### config.mk
export PLATFORM = sky130hd
export DESIGN_NAME = vga_scanout_flat
export DESIGN_NICKNAME = d
export VERILOG_FILES = /design/src/rtl/vga_pkg.sv /design/src/rtl/vga_scanout_if.sv /design/src/rtl/vga_timing_gen.sv /design/src/rtl/vga_scanout.sv /design/src/flat_wrapper.sv
export SDC_FILE = /design/constraint.sdc
export NUM_CORES = 1
export LEC_CHECK = 0
export ABC_CLOCK_PERIOD_IN_PS = 5450
export BUFFER_PORTS_ARGS = -buffer_cell sky130_fd_sc_hd__clkbuf_2
export CAP_MARGIN = 5
export CORE_ASPECT_RATIO = 0.6
export CORE_MARGIN = 3
export CORE_UTILIZATION = 62
export CTS_CLUSTER_DIAMETER = 60
export DETAILED_ROUTE_END_ITERATION = 6
export GPL_ROUTABILITY_DRIVEN = 0
export PLACE_DENSITY = 0.87
export SLEW_MARGIN = 20
export SYNTH_ARGS = -nofsm -noshare
export SYNTH_HDL_FRONTEND = slang
export SYNTH_HIERARCHICAL = 1
export SYNTH_SLANG_ARGS = --single-unit
export TNS_END_PERCENT = 50
### constraint.sdc
create_clock -name clock -period 5.45 [get_ports clock]
set_input_delay 0.2725 -clock clock [delete_from_list [all_inputs] [get_ports clock]]
set_output_delay 0.2725 -clock clock [all_outputs]
set_load 0.005 [all_outputs]
### src/rtl/vga_pkg.sv
// Shared timing constants and types for the VGA scan-out of the 256x240x3 frame buffer.
package vga_pkg;

  localparam int H_VIS  = 640;
  localparam int H_FP   = 16;
  localparam int H_SYNC = 96;
  localparam int H_BP   = 48;
  localparam int H_TOT  = H_VIS + H_FP + H_SYNC + H_BP;
  localparam int H_SYNC_START = H_VIS + H_FP;
  localparam int H_SYNC_END   = H_SYNC_START + H_SYNC - 1;

  localparam int V_VIS  = 480;
  localparam int V_FP   = 10;
  localparam int V_SYNC = 2;
  localparam int V_BP   = 33;
  localparam int V_TOT  = V_VIS + V_FP + V_SYNC + V_BP;
  localparam int V_SYNC_START = V_VIS + V_FP;
  localparam int V_SYNC_END   = V_SYNC_START + V_SYNC - 1;

  localparam int IMG_W   = 256;
  localparam int IMG_H   = 240;
  localparam int H_OFS   = 64;
  // Image is doubled horizontally, so it spans 2*IMG_W screen columns.
  localparam int H_IMG_END = H_OFS + 2 * IMG_W - 1;
  localparam int CLK_DIV = 2;

  typedef logic [16:0] fb_addr_t;
  typedef logic [2:0]  pixel_t;
  typedef logic [9:0]  cnt_t;

endpackage

### src/rtl/vga_scanout_if.sv
// Read-only port of the dual-port frame buffer as seen by the scan-out stage.
interface vga_scanout_if;
  import vga_pkg::*;

  // Fixed-latency read, no handshake: rd_data reflects rd_addr one clock later.
  fb_addr_t rd_addr;
  pixel_t   rd_data;

  modport master (output rd_addr, input rd_data);
  modport slave  (input rd_addr, output rd_data);
endinterface

### src/rtl/vga_timing_gen.sv
// Pixel-rate divider, raster counters and raw (unpipelined) sync/blank/frame strobes.
module vga_timing_gen import vga_pkg::*; #(
  parameter int V_VIS_LINES  = V_VIS,
  parameter int V_FP_LINES   = V_FP,
  parameter int V_SYNC_LINES = V_SYNC,
  parameter int V_BP_LINES   = V_BP
) (
  input  logic clock,
  input  logic reset_n,
  output logic pix_en,
  output cnt_t hcnt,
  output cnt_t vcnt,
  output logic hsync_raw,
  output logic vsync_raw,
  output logic active,
  output logic vblank,
  output logic frame_start
);

  localparam int V_TOT_L     = V_VIS_LINES + V_FP_LINES + V_SYNC_LINES + V_BP_LINES;
  localparam int V_SYNC_ST_L = V_VIS_LINES + V_FP_LINES;
  localparam int V_SYNC_EN_L = V_SYNC_ST_L + V_SYNC_LINES - 1;
  localparam int DIV_W       = (CLK_DIV > 1) ? $clog2(CLK_DIV) : 1;

  logic [DIV_W-1:0] div;

  assign pix_en = (div == DIV_W'(CLK_DIV - 1));

  always_ff @(posedge clock or negedge reset_n) begin
    if (!reset_n) begin
      div  <= '0;
      hcnt <= '0;
      vcnt <= '0;
    end else begin
      div <= pix_en ? '0 : div + DIV_W'(1);
      if (pix_en) begin
        if (hcnt == cnt_t'(H_TOT - 1)) begin
          hcnt <= '0;
          vcnt <= (vcnt == cnt_t'(V_TOT_L - 1)) ? '0 : vcnt + cnt_t'(1);
        end else begin
          hcnt <= hcnt + cnt_t'(1);
        end
      end
    end
  end

  assign hsync_raw = !((hcnt >= cnt_t'(H_SYNC_START)) && (hcnt <= cnt_t'(H_SYNC_END)));
  assign vsync_raw = !((vcnt >= cnt_t'(V_SYNC_ST_L)) && (vcnt <= cnt_t'(V_SYNC_EN_L)));
  assign active    = (hcnt < cnt_t'(H_VIS)) && (vcnt < cnt_t'(V_VIS_LINES));
  assign vblank    = (vcnt >= cnt_t'(V_VIS_LINES));
  // Counters reach line V_VIS with div==0 for exactly one clock per frame.
  assign frame_start = (vcnt == cnt_t'(V_VIS_LINES)) && (hcnt == '0) && (div == '0);

endmodule

### src/rtl/vga_scanout.sv
// VGA 640x480 scan-out: 2x-scaled, centred image fetch plus a two-tick pixel/sync alignment pipeline.
module vga_scanout import vga_pkg::*; #(
  parameter int V_VIS_LINES  = V_VIS,
  parameter int V_FP_LINES   = V_FP,
  parameter int V_SYNC_LINES = V_SYNC,
  parameter int V_BP_LINES   = V_BP
) (
  input  logic          clock,
  input  logic          reset_n,
  vga_scanout_if.master fb,
  output logic          vga_r,
  output logic          vga_g,
  output logic          vga_b,
  output logic          hsync,
  output logic          vsync,
  output logic          vblank,
  output logic          frame_start
);

  logic     pix_en, hsync_raw, vsync_raw, active;
  cnt_t     hcnt, vcnt, img_x;
  logic     in_img;
  fb_addr_t addr_next, rd_addr_q;
  logic     in_img_d1, act_d1, hs_d1, vs_d1;
  pixel_t   rgb_q;

  vga_timing_gen #(
    .V_VIS_LINES  (V_VIS_LINES),
    .V_FP_LINES   (V_FP_LINES),
    .V_SYNC_LINES (V_SYNC_LINES),
    .V_BP_LINES   (V_BP_LINES)
  ) u_timing (
    .clock       (clock),
    .reset_n     (reset_n),
    .pix_en      (pix_en),
    .hcnt        (hcnt),
    .vcnt        (vcnt),
    .hsync_raw   (hsync_raw),
    .vsync_raw   (vsync_raw),
    .active      (active),
    .vblank      (vblank),
    .frame_start (frame_start)
  );

  assign in_img = (hcnt >= cnt_t'(H_OFS)) && (hcnt <= cnt_t'(H_IMG_END)) &&
                  (vcnt < cnt_t'(V_VIS_LINES));
  assign img_x  = hcnt - cnt_t'(H_OFS);
  // Each source pixel covers 2x2 screen pixels: drop the LSB of both coordinates.
  assign addr_next = fb_addr_t'({vcnt[8:1], 8'b0}) + fb_addr_t'(img_x >> 1);

  always_ff @(posedge clock or negedge reset_n) begin
    if (!reset_n) begin
      rd_addr_q <= '0;
      in_img_d1 <= 1'b0;
      act_d1    <= 1'b0;
      hs_d1     <= 1'b1;
      vs_d1     <= 1'b1;
      rgb_q     <= '0;
      hsync     <= 1'b1;
      vsync     <= 1'b1;
    end else if (pix_en) begin
      if (in_img) rd_addr_q <= addr_next;
      in_img_d1 <= in_img;
      act_d1    <= active;
      hs_d1     <= hsync_raw;
      vs_d1     <= vsync_raw;
      // rd_data here answers the address issued on the previous pixel tick.
      rgb_q     <= (in_img_d1 && act_d1) ? fb.rd_data : '0;
      hsync     <= hs_d1;
      vsync     <= vs_d1;
    end
  end

  assign fb.rd_addr = rd_addr_q;
  assign vga_r = rgb_q[2];
  assign vga_g = rgb_q[1];
  assign vga_b = rgb_q[0];

endmodule
### src/flat_wrapper.sv
// flat-port wrapper written by rule: the top's interface ports become plain ports
module vga_scanout_flat import vga_pkg::*;
#(
  parameter int V_VIS_LINES  = V_VIS,
  parameter int V_FP_LINES   = V_FP,
  parameter int V_SYNC_LINES = V_SYNC,
  parameter int V_BP_LINES   = V_BP
)
  (clock, reset_n, vga_r, vga_g, vga_b, hsync, vsync, vblank, frame_start, fb_rd_addr, fb_rd_data);
  vga_scanout_if fb_i ();
  input  logic clock;
  input  logic reset_n;
  output logic vga_r;
  output logic vga_g;
  output logic vga_b;
  output logic hsync;
  output logic vsync;
  output logic vblank;
  output logic frame_start;
  output wire logic [$bits(fb_i.rd_addr)-1:0] fb_rd_addr;
  input wire logic [$bits(fb_i.rd_data)-1:0] fb_rd_data;
  assign fb_rd_addr = fb_i.rd_addr;
  assign fb_i.rd_data = fb_rd_data;
  vga_scanout #(.V_VIS_LINES(V_VIS_LINES), .V_FP_LINES(V_FP_LINES), .V_SYNC_LINES(V_SYNC_LINES), .V_BP_LINES(V_BP_LINES)) u_core (.clock(clock), .reset_n(reset_n), .fb(fb_i), .vga_r(vga_r), .vga_g(vga_g), .vga_b(vga_b), .hsync(hsync), .vsync(vsync), .vblank(vblank), .frame_start(frame_start));
endmodule
==> results.md, run 1 <==
* Final HPWL DP at 3.44 mm
* Vias in the first global route at 1690
* Die X at 87.1 um
* Fmax at 469 MHz
* Crit path DAT at 1.86 ns
* Mapped Avg Cell Area at 11.1 um2
* Post-CTS Setup Inserts at 0
* VDD IR max at 0.139 mV
* I/O pins at 29
* Crit Path Category: flip-flop to output pin
* DIE AREA at 4760 um2
* Max Slew Vio Count at 0
* GRT Residual Overflow at 0
* R2R depth at 8
* Mapped Cells at 220
* Final setup margin at 3.32 ns
* Area growth syn-to-layout at 10.5%
* Filler cells at 252
* Sequential area share after synthesis at 0.483
* TNS Setup at 0 ns
* Ys async rst share at 1.00
* Count of input and output buffers at 28
* TritonRoute pass-1 iters at 4
* #FFs+latches synth at 47
* Netlist Area Pre-Place at 2450 um2
* Ant. Diodes at 0
* Largest cells by area after synthesis: dfrtp_1, mux2_2, ha_1
* Final Non-Filler Cells at 296
* Drt via density at 6.18
* Core area at 3500 um2
* Std cell rows at 16
* Mean routed wirelength per cell at 16.8 um
* RSZ-0062 raised after global routing: false
* Clock Tree Buf Depth at 2
* Largest net degree at the start of global routing at 48
* Hold Path Class: input pin to async pin
* H-Tree Depth at 2
* Power Dens Cells at 214 nW/um2
* Clk Latency, worst-skew pair at 0.30 ns
* Routed vias at 1829
* Iter 0 DRT Violations at 171
* # resized after CTS at 0
* Synth top area share at 0.440
* # hold bufs at CTS at 0
* Sink Count at 47
* Finished layout cell area at 2700 um2
* Worst setup EP type: output pin
* LEAKAGE at 0.00132 uW
* Layout net count at 264
* CTS Buf Count at 5
* Worst setup SP type: flip-flop
* GR Util All Layers at 0.232
* Initial Utilization at 0.699
* CP required at 5.18 ns
* Worst Max-Slew Pin Slew at 0.747 ns
* Placed Instances at 288
* Antenna violations before repair at 0
* Final period utilization at 0.391
* Synth area leader: dfrtp_1
* DRC Markers at 0
* CTS tree: yes
* Most frequent cells in the layout: dfrtp_1, clkbuf_2, inv_1, mux2_2, nand2_1
* Final Setup Violations at 0
* Final wirelength at 4.96 mm
* Pre-CTS setup slack at 3.34 ns
* Number of synthesized flops with an enable pin at 0
* Die Ht at 54.7 um
* Primary FF master, synth: dfrtp_1
* Status: finished, final reports clean
* First-pass GRT wire length at 8.25 mm
* Placed instance area at 2610 um2
* Post-synthesis net count at 234
* Commonest non-fill, non-tap cell in the layout: dfrtp_1
* Syn. warnings at 6
* Root Buffer: clkbuf_8
* Synth unique cells at 43
* Fin Clk Skew at 0.00269 ns
* Rel. slew slack at 0.502
* CTS clk-pin slew, worst paths at 0.08 ns
* Worst-path fanout max at 12
* Hold Violations, Final at 0
* Share of layout cells above drive strength 1 at 0.279
* Crit path time final at 2.13 ns
* ANT nets after route at 0
* Max-cap viol count at 0
-- where the power goes --
group          switching, uW  internal, uW
combinational           7.00          1.75
sequential                 0           349
clock                    118           104
-- metrics by stage --
step	power (uW)	hold slack, ns	utilization
CTS	584	0.0704	0.772
floorplan	356	-0.0231	-
finish	579	0.0526	0.772
global route	601	0.0917	0.772
global placement	365	0.394	0.744
detailed placement	365	0.397	0.744
-- cells by family after synthesis --
kind of cell / after synthesis / share of synthesized area
xor gates and xnor gates: 16 / 0.0573
adders and majority gates: 9 / 0.0460
and+or+nand+nor: 76 / 0.183
muxes: 23 / 0.115
DFF: 47 / 0.483
AOI/OAI and AO/OA: 27 / 0.0726
buffers and inverters: 22 / 0.0435
-- state kept, by name, summed over array words and instances (netlist names) --
| register | flops |
|---|---|
| u_core/rgb_q | 3 |
| u_core/u_timing/hcnt | 10 |
| u_core/act_d1 | 1 |
| u_core/u_timing/vcnt | 10 |
| u_core/vsync | 1 |
| u_core/hs_d1 | 1 |
| u_core/u_timing/pix_en | 1 |
| u_core/in_img_d1 | 1 |
| u_core/fb.rd_addr | 17 |
| u_core/vs_d1 | 1 |
| u_core/hsync | 1 |
-- area by class of cell --
class | instances | area, um2 | share of cell area
multi-input combinational | 151 | 1160 | 0.429
clock buffer | 6 | 82.6 | 0.0305
timing repair buffer | 29 | 148 | 0.0546
tap | 45 | 56.3 | 0.0208
sequential | 47 | 1180 | 0.437
inverter | 16 | 60.1 | 0.0222
clock inverter | 2 | 16.3 | 0.00602
-- critical path, cell delays in order, from the launching register on --
cell	delay, ns
dfrtp_1	0.59
nand4_1	0.25
nor4_1	0.34
and4_1	0.27
clkbuf_2	0.12
-- final timing paths --
path	from	to	slack (ns)
setup / recovery	u_core/u_timing/vcnt[5]	frame_start	3.32
hold / removal	reset_n	u_core/fb.rd_addr[12]	0.05
setup reg to reg	u_core/u_timing/hcnt[6]	u_core/fb.rd_addr[14]	3.35
hold reg to reg	u_core/fb.rd_addr[16]	u_core/fb.rd_addr[16]	0.50
max in group asynchronous	reset_n	u_core/u_timing/vcnt[3]	5.01
min in group clock	fb_rd_data[0]	u_core/rgb_q[0]	0.20
-- cell usage after synthesis (5+ instances only) --
cell      n
inv_1    16
xor2_1    7
ha_1      9
nor2_1   10
dfrtp_1  43
nand3_1   9
xnor2_1   9
mux2_4    7
nand4_1  10
a21oi_1   5
o21ai_0   8
nand2_1  12
nor3_1    9
mux2_2   13
-- layer usage --
layer  track usage  part of all wire  vias up
li1              -                 -      847
met1         0.337              0.46      878
met2         0.326              0.44       95
met3        0.0797             0.091        9
met4        0.0689             0.011        0
met5             0                 0        -
Power figures use the tool's default switching activity.
==> inputs of run 2 (changes only) <==
- ABC_CLOCK_PERIOD_IN_PS: 5450 -> 1830
- CORE_UTILIZATION: 62 -> 52
- PLACE_DENSITY: 0.87 -> 0.78
- clock period: 5.45 -> 1.83 ns (I/O delays scaled with it)
==> results.md, run 2 (synthesis results as in run 1) <==
* Routed vias at 1947
* Ant. Diodes at 0
* ANT nets after route at 0
* Max Slew Vio Count at 0
* Antenna violations before repair at 0
* H-Tree Depth at 2
* Fmax at 537 MHz
* Count of input and output buffers at 28
* LEAKAGE at 0.00149 uW
* Post-layout util at 0.714
* Final setup margin at -0.0332 ns
* Clock Tree Buf Depth at 2
* Root Buffer: clkbuf_8
* Crit path time final at 1.86 ns
* Pre-CTS setup slack at -0.0443 ns
* Clk Latency, worst-skew pair at 0.30 ns
* DIE AREA at 5590 um2
* Max-cap viol count at 0
* Iter 0 DRT Violations at 130
* Hold Violations, Final at 0
* Share of layout cells above drive strength 1 at 0.404
* CP required at 1.74 ns
* Final Setup Violations at 6
* Finished layout cell area at 3090 um2
* Final HPWL DP at 3.97 mm
* GR Util All Layers at 0.223
* Core area at 4320 um2
* Layout net count at 298
* Die Ht at 59.1 um
* Initial Utilization at 0.566
* Hold Path Class: input pin to flip-flop
* Placed instance area at 2820 um2
* Crit path DAT at 1.77 ns
* GRT Residual Overflow at 0
* Commonest non-fill, non-tap cell in the layout: dfrtp_1
* Worst setup EP type: output pin
* Violated checks: setup timing
* Final wirelength at 5.62 mm
* TNS Setup at -0.0661 ns
* Rel. slew slack at 0.685
* TritonRoute pass-1 iters at 5
* CTS tree: yes
* Std cell rows at 18
* Die X at 94.6 um
* Sink Count at 47
* CTS clk-pin slew, worst paths at 0.09 ns
* I/O pins at 29
* RSZ-0062 raised after global routing: true
* Worst Max-Slew Pin Slew at 0.473 ns
* Fin Clk Skew at 0.00720 ns
* Largest net degree at the start of global routing at 31
* Drt via density at 5.64
* DRC Markers at 0
* Power Dens Cells at 564 nW/um2
* Max reg flops at 17
* Tot Pwr at 1740 uW
* Status: finished, violations left
* Final period utilization at 1.02
* Worst setup SP type: flip-flop
* First-pass GRT wire length at 9.47 mm
* CTS Buf Count at 5
* Crit Path Category: flip-flop to output pin
* Worst-path fanout max at 5
* Vias in the first global route at 1877
* VDD IR max at 0.396 mV
* Most frequent cells in the layout: dfrtp_1, clkbuf_2, buf_4, inv_1, mux2_2
* Mean routed wirelength per cell at 16.3 um
* Area growth syn-to-layout at 26.1%
-- run 2: where the power goes --
part | switching [uW] | internal (uW) | leakage (uW)
registers | 0 | 1040 | 0.000618
logic | 22.7 | 12.2 | 0.000821
clock network | 359 | 310 | 0.0000484
total | 381 | 1360 | 0.00149
-- run 2: layer usage --
| layer | part of all wire | vias to the layer above | GRT usage |
|---|---|---|---|
| li1 | - | 922 | - |
| met1 | 0.48 | 937 | 0.336 |
| met2 | 0.43 | 83 | 0.331 |
| met3 | 0.076 | 5 | 0.0431 |
| met4 | 0.0078 | 0 | 0.0554 |
| met5 | 0 | - | 0 |
-- run 2: cell type report --
type	instances	area [um2]
fill	341	1240
clock inverter	1	8.76
sequential	47	1180
clock buffer	7	86.3
tap	60	75.1
timing repair buffer	63	442
inverter	16	60.1
multi-input combinational	151	1230
-- run 2: final timing paths --
path	end	cells past startpoint	from	slack, ns
worst max-delay path	frame_start	6	u_core/u_timing/hcnt[7]	-0.03
worst min-delay path	u_core/rgb_q[0]	3	fb_rd_data[0]	0.03
worst max register to register	u_core/fb.rd_addr[15]	8	u_core/u_timing/hcnt[8]	-0.02
worst min register to register	u_core/fb.rd_addr[16]	1	u_core/fb.rd_addr[16]	0.49
max in group asynchronous	u_core/vsync	3	reset_n	0.97
min in group asynchronous	u_core/fb.rd_addr[12]	2	reset_n	0.27
-- run 2: through the flow --
step / cells / hold WS [ns]
3_5_place_dp: 327 / 0.0632
5_1_grt: 345 / 0.0547
3_3_place_gp: 327 / 0.0633
4_1_cts: 343 / 0.0233
6_report: 345 / 0.0328
2_1_floorplan: 220 / -0.204
-- run 2: what timing repair did --
action                                  CTS  global route
hold endpoints to repair                 19             0
pin swaps                                 6             4
hold buffers                              3             0
endpoints found under the setup margin   15            24
resized for setup                        13            12
gates cloned                              0             0
buffers inserted                          5             2
-- run 2: critical path, cell delays in order (launching register included) --
cell,delay (ns)
dfrtp_1,0.42
buf_6,0.14
or2_4,0.27
nor3_4,0.12
and3_1,0.18
and4_1,0.22
buf_2,0.12
